**src/rtl/vga_fb_pkg.sv**
```systemverilog
// ----------------------------------------------------------------------------
// vga_fb_pkg
//   Constants and types shared by the framebuffer arbiter and its FIFO.
//   - DEF_FB_WORDS / DEF_ADDR_W / DEF_DATA_W : default 800x600x8bpp geometry
//   - grant_e : which client owns the RAM slot in the current cycle
// ----------------------------------------------------------------------------
package vga_fb_pkg;

    localparam int DEF_FB_WORDS = 480000;
    localparam int DEF_ADDR_W   = 19;
    localparam int DEF_DATA_W   = 8;

    typedef enum logic [1:0] {
        GNT_NONE = 2'd0,
        GNT_DISP = 2'd1,
        GNT_WR   = 2'd2
    } grant_e;

endpackage

```
**src/rtl/vga_pix_fifo.sv**
```systemverilog
// ----------------------------------------------------------------------------
// vga_pix_fifo
//   Synchronous show-ahead FIFO feeding the scanout path.
//   Ports:
//     CLK, RST   : clock, synchronous active-high reset
//     clr        : flush to empty (new frame); wins over push/pop
//     push       : write push_data at the tail
//     push_data  : word to store
//     pop        : remove the head; ignored while empty
//     head       : current head word, 0 while empty
//     empty      : no entries stored
//     count      : number of entries stored (0..DEPTH)
// ----------------------------------------------------------------------------
module vga_pix_fifo
    import vga_fb_pkg::*;
#(
    parameter int DATA_W = DEF_DATA_W,
    parameter int DEPTH  = 16
) (
    input  logic                         CLK,
    input  logic                         RST,
    input  logic                         clr,
    input  logic                         push,
    input  logic [DATA_W-1:0]            push_data,
    input  logic                         pop,
    output logic [DATA_W-1:0]            head,
    output logic                         empty,
    output logic [$clog2(DEPTH+1)-1:0]   count
);

    localparam int PTR_W = $clog2(DEPTH);
    localparam int CNT_W = $clog2(DEPTH + 1);

    logic [DATA_W-1:0] mem_q [DEPTH];
    logic [PTR_W-1:0]  wr_ptr_q, wr_ptr_d;
    logic [PTR_W-1:0]  rd_ptr_q, rd_ptr_d;
    logic [CNT_W-1:0]  count_q, count_d;
    logic              full;
    logic              do_push;
    logic              do_pop;

    assign empty   = (count_q == '0);
    assign full    = (count_q == CNT_W'(DEPTH));
    assign do_pop  = pop && !empty;
    assign do_push = push && !full;
    assign count   = count_q;
    assign head    = empty ? '0 : mem_q[rd_ptr_q];

    always_comb begin
        // NOTE: every output of a combinational block gets a default first;
        // a path that leaves one unassigned would infer a latch.
        wr_ptr_d = wr_ptr_q;
        rd_ptr_d = rd_ptr_q;
        count_d  = count_q;
        if (clr) begin
            wr_ptr_d = '0;
            rd_ptr_d = '0;
            count_d  = '0;
        end else begin
            if (do_push) wr_ptr_d = wr_ptr_q + PTR_W'(1);
            if (do_pop)  rd_ptr_d = rd_ptr_q + PTR_W'(1);
            case ({do_push, do_pop})
                2'b10:   count_d = count_q + CNT_W'(1);
                2'b01:   count_d = count_q - CNT_W'(1);
                default: count_d = count_q;
            endcase
        end
    end

    always_ff @(posedge CLK) begin
        // NOTE: sequential state is updated with non-blocking assignments so
        // every flop samples the pre-edge value of every other flop.
        if (RST) begin
            wr_ptr_q <= '0;
            rd_ptr_q <= '0;
            count_q  <= '0;
        end else begin
            wr_ptr_q <= wr_ptr_d;
            rd_ptr_q <= rd_ptr_d;
            count_q  <= count_d;
        end
    end

    // NOTE: the storage array has no reset; the pointers and count define
    // which entries are meaningful, and an empty FIFO presents 0 on head.
    always_ff @(posedge CLK) begin
        if (do_push) mem_q[wr_ptr_q] <= push_data;
    end

endmodule

```
**src/rtl/vga_fb_arbiter.sv**
```systemverilog
// ----------------------------------------------------------------------------
// vga_fb_arbiter
//   Shares one single-port synchronous framebuffer RAM between VGA scanout
//   (fed from a prefetch FIFO) and a pixel-writing client. Display refill
//   pre-empts writes whenever the FIFO runs low.
//   Ports:
//     CLK, RST     : pixel clock, synchronous active-high reset
//     frame_start  : restart fetch at address 0 and flush the FIFO
//     disp_pop     : scanout consumes the head pixel
//     disp_valid   : FIFO non-empty
//     disp_pixel   : FIFO head, 0 while empty
//     underflow    : sticky, pop seen while empty; cleared by frame_start
//     wr_valid/wr_ready/wr_addr/wr_data : writer handshake
//     mem_en/mem_we/mem_addr/mem_wdata  : registered RAM request
//     mem_rdata    : RAM read data, valid the cycle after the read
// ----------------------------------------------------------------------------
module vga_fb_arbiter
    import vga_fb_pkg::*;
#(
    parameter int FB_WORDS  = DEF_FB_WORDS,
    parameter int ADDR_W    = DEF_ADDR_W,
    parameter int DATA_W    = DEF_DATA_W,
    parameter int DEPTH     = 16,
    parameter int LOW_WATER = 4
) (
    input  logic              CLK,
    input  logic              RST,
    input  logic              frame_start,
    input  logic              disp_pop,
    output logic              disp_valid,
    output logic [DATA_W-1:0] disp_pixel,
    output logic              underflow,
    input  logic              wr_valid,
    output logic              wr_ready,
    input  logic [ADDR_W-1:0] wr_addr,
    input  logic [DATA_W-1:0] wr_data,
    output logic              mem_en,
    output logic              mem_we,
    output logic [ADDR_W-1:0] mem_addr,
    output logic [DATA_W-1:0] mem_wdata,
    input  logic [DATA_W-1:0] mem_rdata
);

    localparam int CNT_W  = $clog2(DEPTH + 1);
    localparam int FILL_W = $clog2(DEPTH + 3);

    grant_e            grant;
    logic [FILL_W-1:0] fill;
    logic              urgent;

    logic              fifo_empty;
    logic [CNT_W-1:0]  fifo_count;

    // Read pipe: s1 = read presented to RAM this cycle, s2 = its data on
    // mem_rdata this cycle (pushed at the end of the cycle).
    logic              rd_s1_q, rd_s1_d;
    logic              rd_s2_q, rd_s2_d;

    logic [ADDR_W-1:0] fetch_addr_q, fetch_addr_d;
    logic              mem_en_q, mem_en_d;
    logic              mem_we_q, mem_we_d;
    logic [ADDR_W-1:0] mem_addr_q, mem_addr_d;
    logic [DATA_W-1:0] mem_wdata_q, mem_wdata_d;
    logic              underflow_q, underflow_d;

    // Fill counts reads already in flight so the credit check never
    // over-commits the FIFO.
    assign fill   = FILL_W'(fifo_count) + FILL_W'(rd_s1_q) + FILL_W'(rd_s2_q);
    assign urgent = (fill < FILL_W'(LOW_WATER));

    // Ready is independent of wr_valid so the writer can rely on it.
    assign wr_ready = !RST && !frame_start && !urgent;

    always_comb begin
        grant = GNT_NONE;
        if (frame_start)                     grant = GNT_NONE;
        else if (urgent)                     grant = GNT_DISP;
        else if (wr_valid)                   grant = GNT_WR;
        else if (fill < FILL_W'(DEPTH))      grant = GNT_DISP;
    end

    always_comb begin
        fetch_addr_d = fetch_addr_q;
        mem_en_d     = 1'b0;
        mem_we_d     = 1'b0;
        // Address/data hold across idle cycles to avoid bus toggling.
        mem_addr_d   = mem_addr_q;
        mem_wdata_d  = mem_wdata_q;
        rd_s1_d      = (grant == GNT_DISP);
        // A read already presented when the frame restarts is dropped.
        rd_s2_d      = rd_s1_q && !frame_start;
        underflow_d  = underflow_q || (disp_pop && fifo_empty);

        case (grant)
            GNT_DISP: begin
                mem_en_d     = 1'b1;
                mem_addr_d   = fetch_addr_q;
                fetch_addr_d = (fetch_addr_q == ADDR_W'(FB_WORDS - 1))
                             ? '0 : fetch_addr_q + ADDR_W'(1);
            end
            GNT_WR: begin
                mem_en_d    = 1'b1;
                mem_we_d    = 1'b1;
                mem_addr_d  = wr_addr;
                mem_wdata_d = wr_data;
            end
            default: ;
        endcase

        if (frame_start) begin
            fetch_addr_d = '0;
            underflow_d  = 1'b0;
        end
    end

    always_ff @(posedge CLK) begin
        if (RST) begin
            fetch_addr_q <= '0;
            rd_s1_q      <= 1'b0;
            rd_s2_q      <= 1'b0;
            mem_en_q     <= 1'b0;
            mem_we_q     <= 1'b0;
            mem_addr_q   <= '0;
            mem_wdata_q  <= '0;
            underflow_q  <= 1'b0;
        end else begin
            fetch_addr_q <= fetch_addr_d;
            rd_s1_q      <= rd_s1_d;
            rd_s2_q      <= rd_s2_d;
            mem_en_q     <= mem_en_d;
            mem_we_q     <= mem_we_d;
            mem_addr_q   <= mem_addr_d;
            mem_wdata_q  <= mem_wdata_d;
            underflow_q  <= underflow_d;
        end
    end

    // Flush on frame_start takes priority over a returning word, which is
    // exactly what discards data from reads issued before the restart.
    vga_pix_fifo #(
        .DATA_W (DATA_W),
        .DEPTH  (DEPTH)
    ) u_fifo (
        .CLK       (CLK),
        .RST       (RST),
        .clr       (frame_start),
        .push      (rd_s2_q),
        .push_data (mem_rdata),
        .pop       (disp_pop),
        .head      (disp_pixel),
        .empty     (fifo_empty),
        .count     (fifo_count)
    );

    assign disp_valid = !fifo_empty;
    assign underflow  = underflow_q;
    assign mem_en     = mem_en_q;
    assign mem_we     = mem_we_q;
    assign mem_addr   = mem_addr_q;
    assign mem_wdata  = mem_wdata_q;

endmodule

```
**config.mk**
```make
export PLATFORM = sky130hd
export DESIGN_NAME = vga_fb_arbiter
export DESIGN_NICKNAME = d
export VERILOG_FILES = /design/src/rtl/vga_fb_pkg.sv /design/src/rtl/vga_pix_fifo.sv /design/src/rtl/vga_fb_arbiter.sv
export SDC_FILE = /design/constraint.sdc
export NUM_CORES = 1
export LEC_CHECK = 0
export CORE_MARGIN = 10
export CORE_UTILIZATION = 55
export CTS_CLUSTER_SIZE = 8
export DETAILED_ROUTE_END_ITERATION = 10
export GPL_TIMING_DRIVEN = 0
export PLACE_DENSITY_LB_ADDON = 0.12
export SYNTH_ARGS = -nofsm -noshare
export SYNTH_HDL_FRONTEND = slang
export SYNTH_HIERARCHICAL = 1
export SYNTH_SLANG_ARGS = --single-unit
```
**constraint.sdc**
```tcl
create_clock -name CLK -period 6 [get_ports CLK]
set_input_delay 1.2 -clock CLK [delete_from_list [all_inputs] [get_ports CLK]]
set_output_delay 1.2 -clock CLK [all_outputs]
set_load 0.03 [all_outputs]
```
==> results.toml, run 1 <==
[status]
status = "finished, final reports clean"

[sta]
fin_skew_ns = 0.00907
hold_viol = 0
finalCriticalPeriod_ns = 4.36
fin_crit_sh = 0.726
finalSetupViolCount = 0
maxSlewHeadroom = 0.310
fmax_ghz = 0.230
setup_ws_ns = 1.64
tightest_slew_ns = 1.03
rsz0062_at_grt = "false"
tns_ns = 0
report.final.slew_viol_count = 0
holdWs_ns = 0.471

[global_route]
antenna_found_initial = 0
track_usage = 0.182
grt_pass1_wl_mm = 28.6
grt_pass1_vias = 5247
grt_max_degree = 17
overflow = 0

[power]
ir_worst_vdd_mv = 0.222
power_density_mw_per_mm2 = 261
finalPower_mw = 2.59
leakage_nw = 3.29

[logic_synthesis]
ys_ff_latch = 196
synth_top_cell_by_area = "edfxtp_1"
synth_common_cells = "edfxtp_1, nor2_1, dfxtp_1, mux2i_1, a21oi_1"
synth_edf_count = 128
synthCells = 590
avgSynthCellArea_um2 = 14.1
synth_nets = 644
ys_types = 59
synth.area.top_cells = "edfxtp_1, dfxtp_1, mux4_1"
synth_most_common_cell = "edfxtp_1"
synth_flop_cell = "edfxtp_1"
yosys_warnings = 6
async_flop_share = 0
synth_top_cell_area_share = 0.461
synth_area_mm2 = 0.00834
seq_area_frac_synth = 0.624

[min_path]
hp-class = "register to register"

[final_layout]
fin_area_mm2 = 0.00994
antenna_cells = 0
syn_to_final_growth_pct = 19.2
seqCellArea_mm2 = 0.00520
final_util = 0.676
num-nets-final = 742
fillers = 1063
fin_cells = 885
drive_gt1_frac = 0.0999
multi_input_area_mm2 = 0.00292

[clocking]
worstSkewPairLatency_ns = 0.43
cts_tree = "yes"
cts_buffer_depth = 2
cts-root-buf = "clkbuf_16"
cts_setup_buffers = 0
clkTransAtPathRegs_ns = 0.06
ctsHoldBuffers = 0
numCtsBuffers = 17
ctsResizeCount = 0
cts.sinks = 196
htreeDepth = 4

[critical_path]
startpoint_type = "primary input"
crit_arrival_ns = 3.16
crit_path_end = "wr_ready"
r2r_start = "u_fifo/count[0]"
crit_path_end_kind = "output pin"
cp-startpoint = "frame_start"
critPathMaxFanout = 8
worstPathRequired_ns = 4.80
r2r_cells = 12
rr_endpoint = "fetch_addr_q[9]"
r2r_setup_slack_ns = 2.83
path_class = "primary input to output pin"

[placement]
place_congestion = 0.850
place_area_mm2 = 0.00936
hpwlAfterDp_mm = 12.5
port_buffers = 79
dp_cells = 853
pre_cts_slack_ns = 1.63

[floorplanning]
start_util = 0.567
ios = 80
die_height_um = 143
core_mm2 = 0.0147
die_w_um = 143
num_rows = 44
die-area_mm2 = 0.0205

[routing]
vias = 5104
firstDrtPassIters = 5
viasPerCell = 5.77
post_drt_wl_per_cell_um = 20.6
drc = 0
drt-total-wl_mm = 18.2
antenna_left = 0
drt_iter0_drc = 311

[job]
maxCapViolations = 0
-- cell usage in the layout (no fill, tap or decap), drive strengths merged, types with 3 or more instances in the layout --
cell type | synthesis | layout
a21o | 5 | 5
a21oi | 28 | 28
and3 | 3 | 3
and4 | 3 | 3
buf | 20 | 20
clkbuf | 15 | 39
clkdlybuf4s50 | 0 | 79
clkinv | 0 | 5
dfxtp | 68 | 68
edfxtp | 128 | 128
ha | 14 | 14
inv | 9 | 12
mux2i | 45 | 45
mux4 | 32 | 32
nand2 | 18 | 18
nand2b | 4 | 4
nand3 | 9 | 9
nand4 | 12 | 12
nor2 | 95 | 95
nor2b | 4 | 4
nor3 | 8 | 8
nor4 | 6 | 6
o21ai | 5 | 5
o22ai | 8 | 8
xnor2 | 9 | 9
xor2 | 13 | 13
-- critical path, stage by stage --
cell	delay (ns)
clkdlybuf4s50_1	0.53
or2_2	0.34
clkbuf_1	0.23
nor2_1	0.14
clkdlybuf4s50_1	0.71
-- flip-flops by register name, summed over array words and instances (netlist names), named ones only --
name             flops
fetch_addr_q        19
u_fifo/wr_ptr_q      4
u_fifo/mem_q       128
u_fifo/count         5
rd_s1_q              1
rd_s2_q              1
mem_wdata            8
mem_we               1
mem_en               1
u_fifo/rd_ptr_q      4
underflow            1
mem_addr            19
-- worst min-delay path by stage --
stage,cells after the start,endpoint,from,slack (ns)
final,2,underflow,underflow,0.47
after global placement,1,rd_s2_q,rd_s1_q,0.45
after CTS,1,rd_s2_q,rd_s1_q,0.47
after global routing,1,rd_s2_q,rd_s1_q,0.49
after floorplan,1,rd_s2_q,rd_s1_q,0.43
after detailed placement,1,rd_s2_q,rd_s1_q,0.45
-- per-layer routing --
| metal | share of wire | track usage | wire length, µm |
|---|---|---|---|
| met3 | 0.063 | 0.0514 | 1150 |
| met5 | 0 | 0 | 0 |
| met1 | 0.41 | 0.210 | 7510 |
| met4 | 0.014 | 0.0624 | 246 |
| met2 | 0.51 | 0.318 | 9290 |
-- power breakdown --
part / internal (mW) / switching (mW) / leakage [nW]
combinational: 0.0370 / 0.0444 / 1.30
clock: 0.600 / 0.468 / 0.286
sequential: 1.44 / 0.00217 / 1.70
-- layout make-up --
class                      instances  area share
sequential                       196       0.524
multi-input combinational        350       0.294
timing repair buffer              79      0.0796
clock buffer                      24      0.0517
tap                              184      0.0232
buffer                            35      0.0199
clock inverter                     8     0.00491
inverter                           9     0.00340
-- kinds of logic after synthesis --
logic type,share of synthesized area
adders and majority gates,0.0210
AOI/OAI and AO/OA,0.0489
buffers and inverters,0.0278
and+or+nand+nor,0.103
DFF,0.624
xor gates and xnor gates,0.0231
muxes,0.152
(Power assumes the default switching activity.)
==> inputs of run 2 (changes only) <==
==> constraint.sdc (replaced) <==
create_clock -name CLK -period 4.1 [get_ports CLK]
set_input_delay 0.82 -clock CLK [delete_from_list [all_inputs] [get_ports CLK]]
set_output_delay 0.82 -clock CLK [all_outputs]
set_load 0.03 [all_outputs]
==> results of run 2 <==
Same layout as run 1 (identical final DEF). Status: finished, final reports clean.
Among the figures that moved: setup slack after placement 1.63 ns -> 0.487 ns; setup slack after layout 1.64 ns -> 0.483 ns; end point of the critical path wr_ready -> disp_pixel[5]; register-to-register setup slack 2.83 ns -> 0.93 ns; total power 2.59 mW -> 3.79 mW; worst IR drop on VDD 0.222 mV -> 0.325 mV
==> inputs of run 3 (changes only) <==
--- a/config.mk
+++ b/config.mk
@@ -5,6 +5,7 @@
 export SDC_FILE = /design/constraint.sdc
 export NUM_CORES = 1
 export LEC_CHECK = 0
+export ABC_CLOCK_PERIOD_IN_PS = 4100
 export CORE_MARGIN = 10
 export CORE_UTILIZATION = 55
 export CTS_CLUSTER_SIZE = 8
==> results of run 3 <==
Same layout as run 1 (identical final DEF). Status: finished, final reports clean.
Among the figures that moved: setup slack after placement 1.63 ns -> 0.487 ns; setup slack after layout 1.64 ns -> 0.483 ns; end point of the critical path wr_ready -> disp_pixel[5]; register-to-register setup slack 2.83 ns -> 0.93 ns; total power 2.59 mW -> 3.79 mW; worst IR drop on VDD 0.222 mV -> 0.325 mV
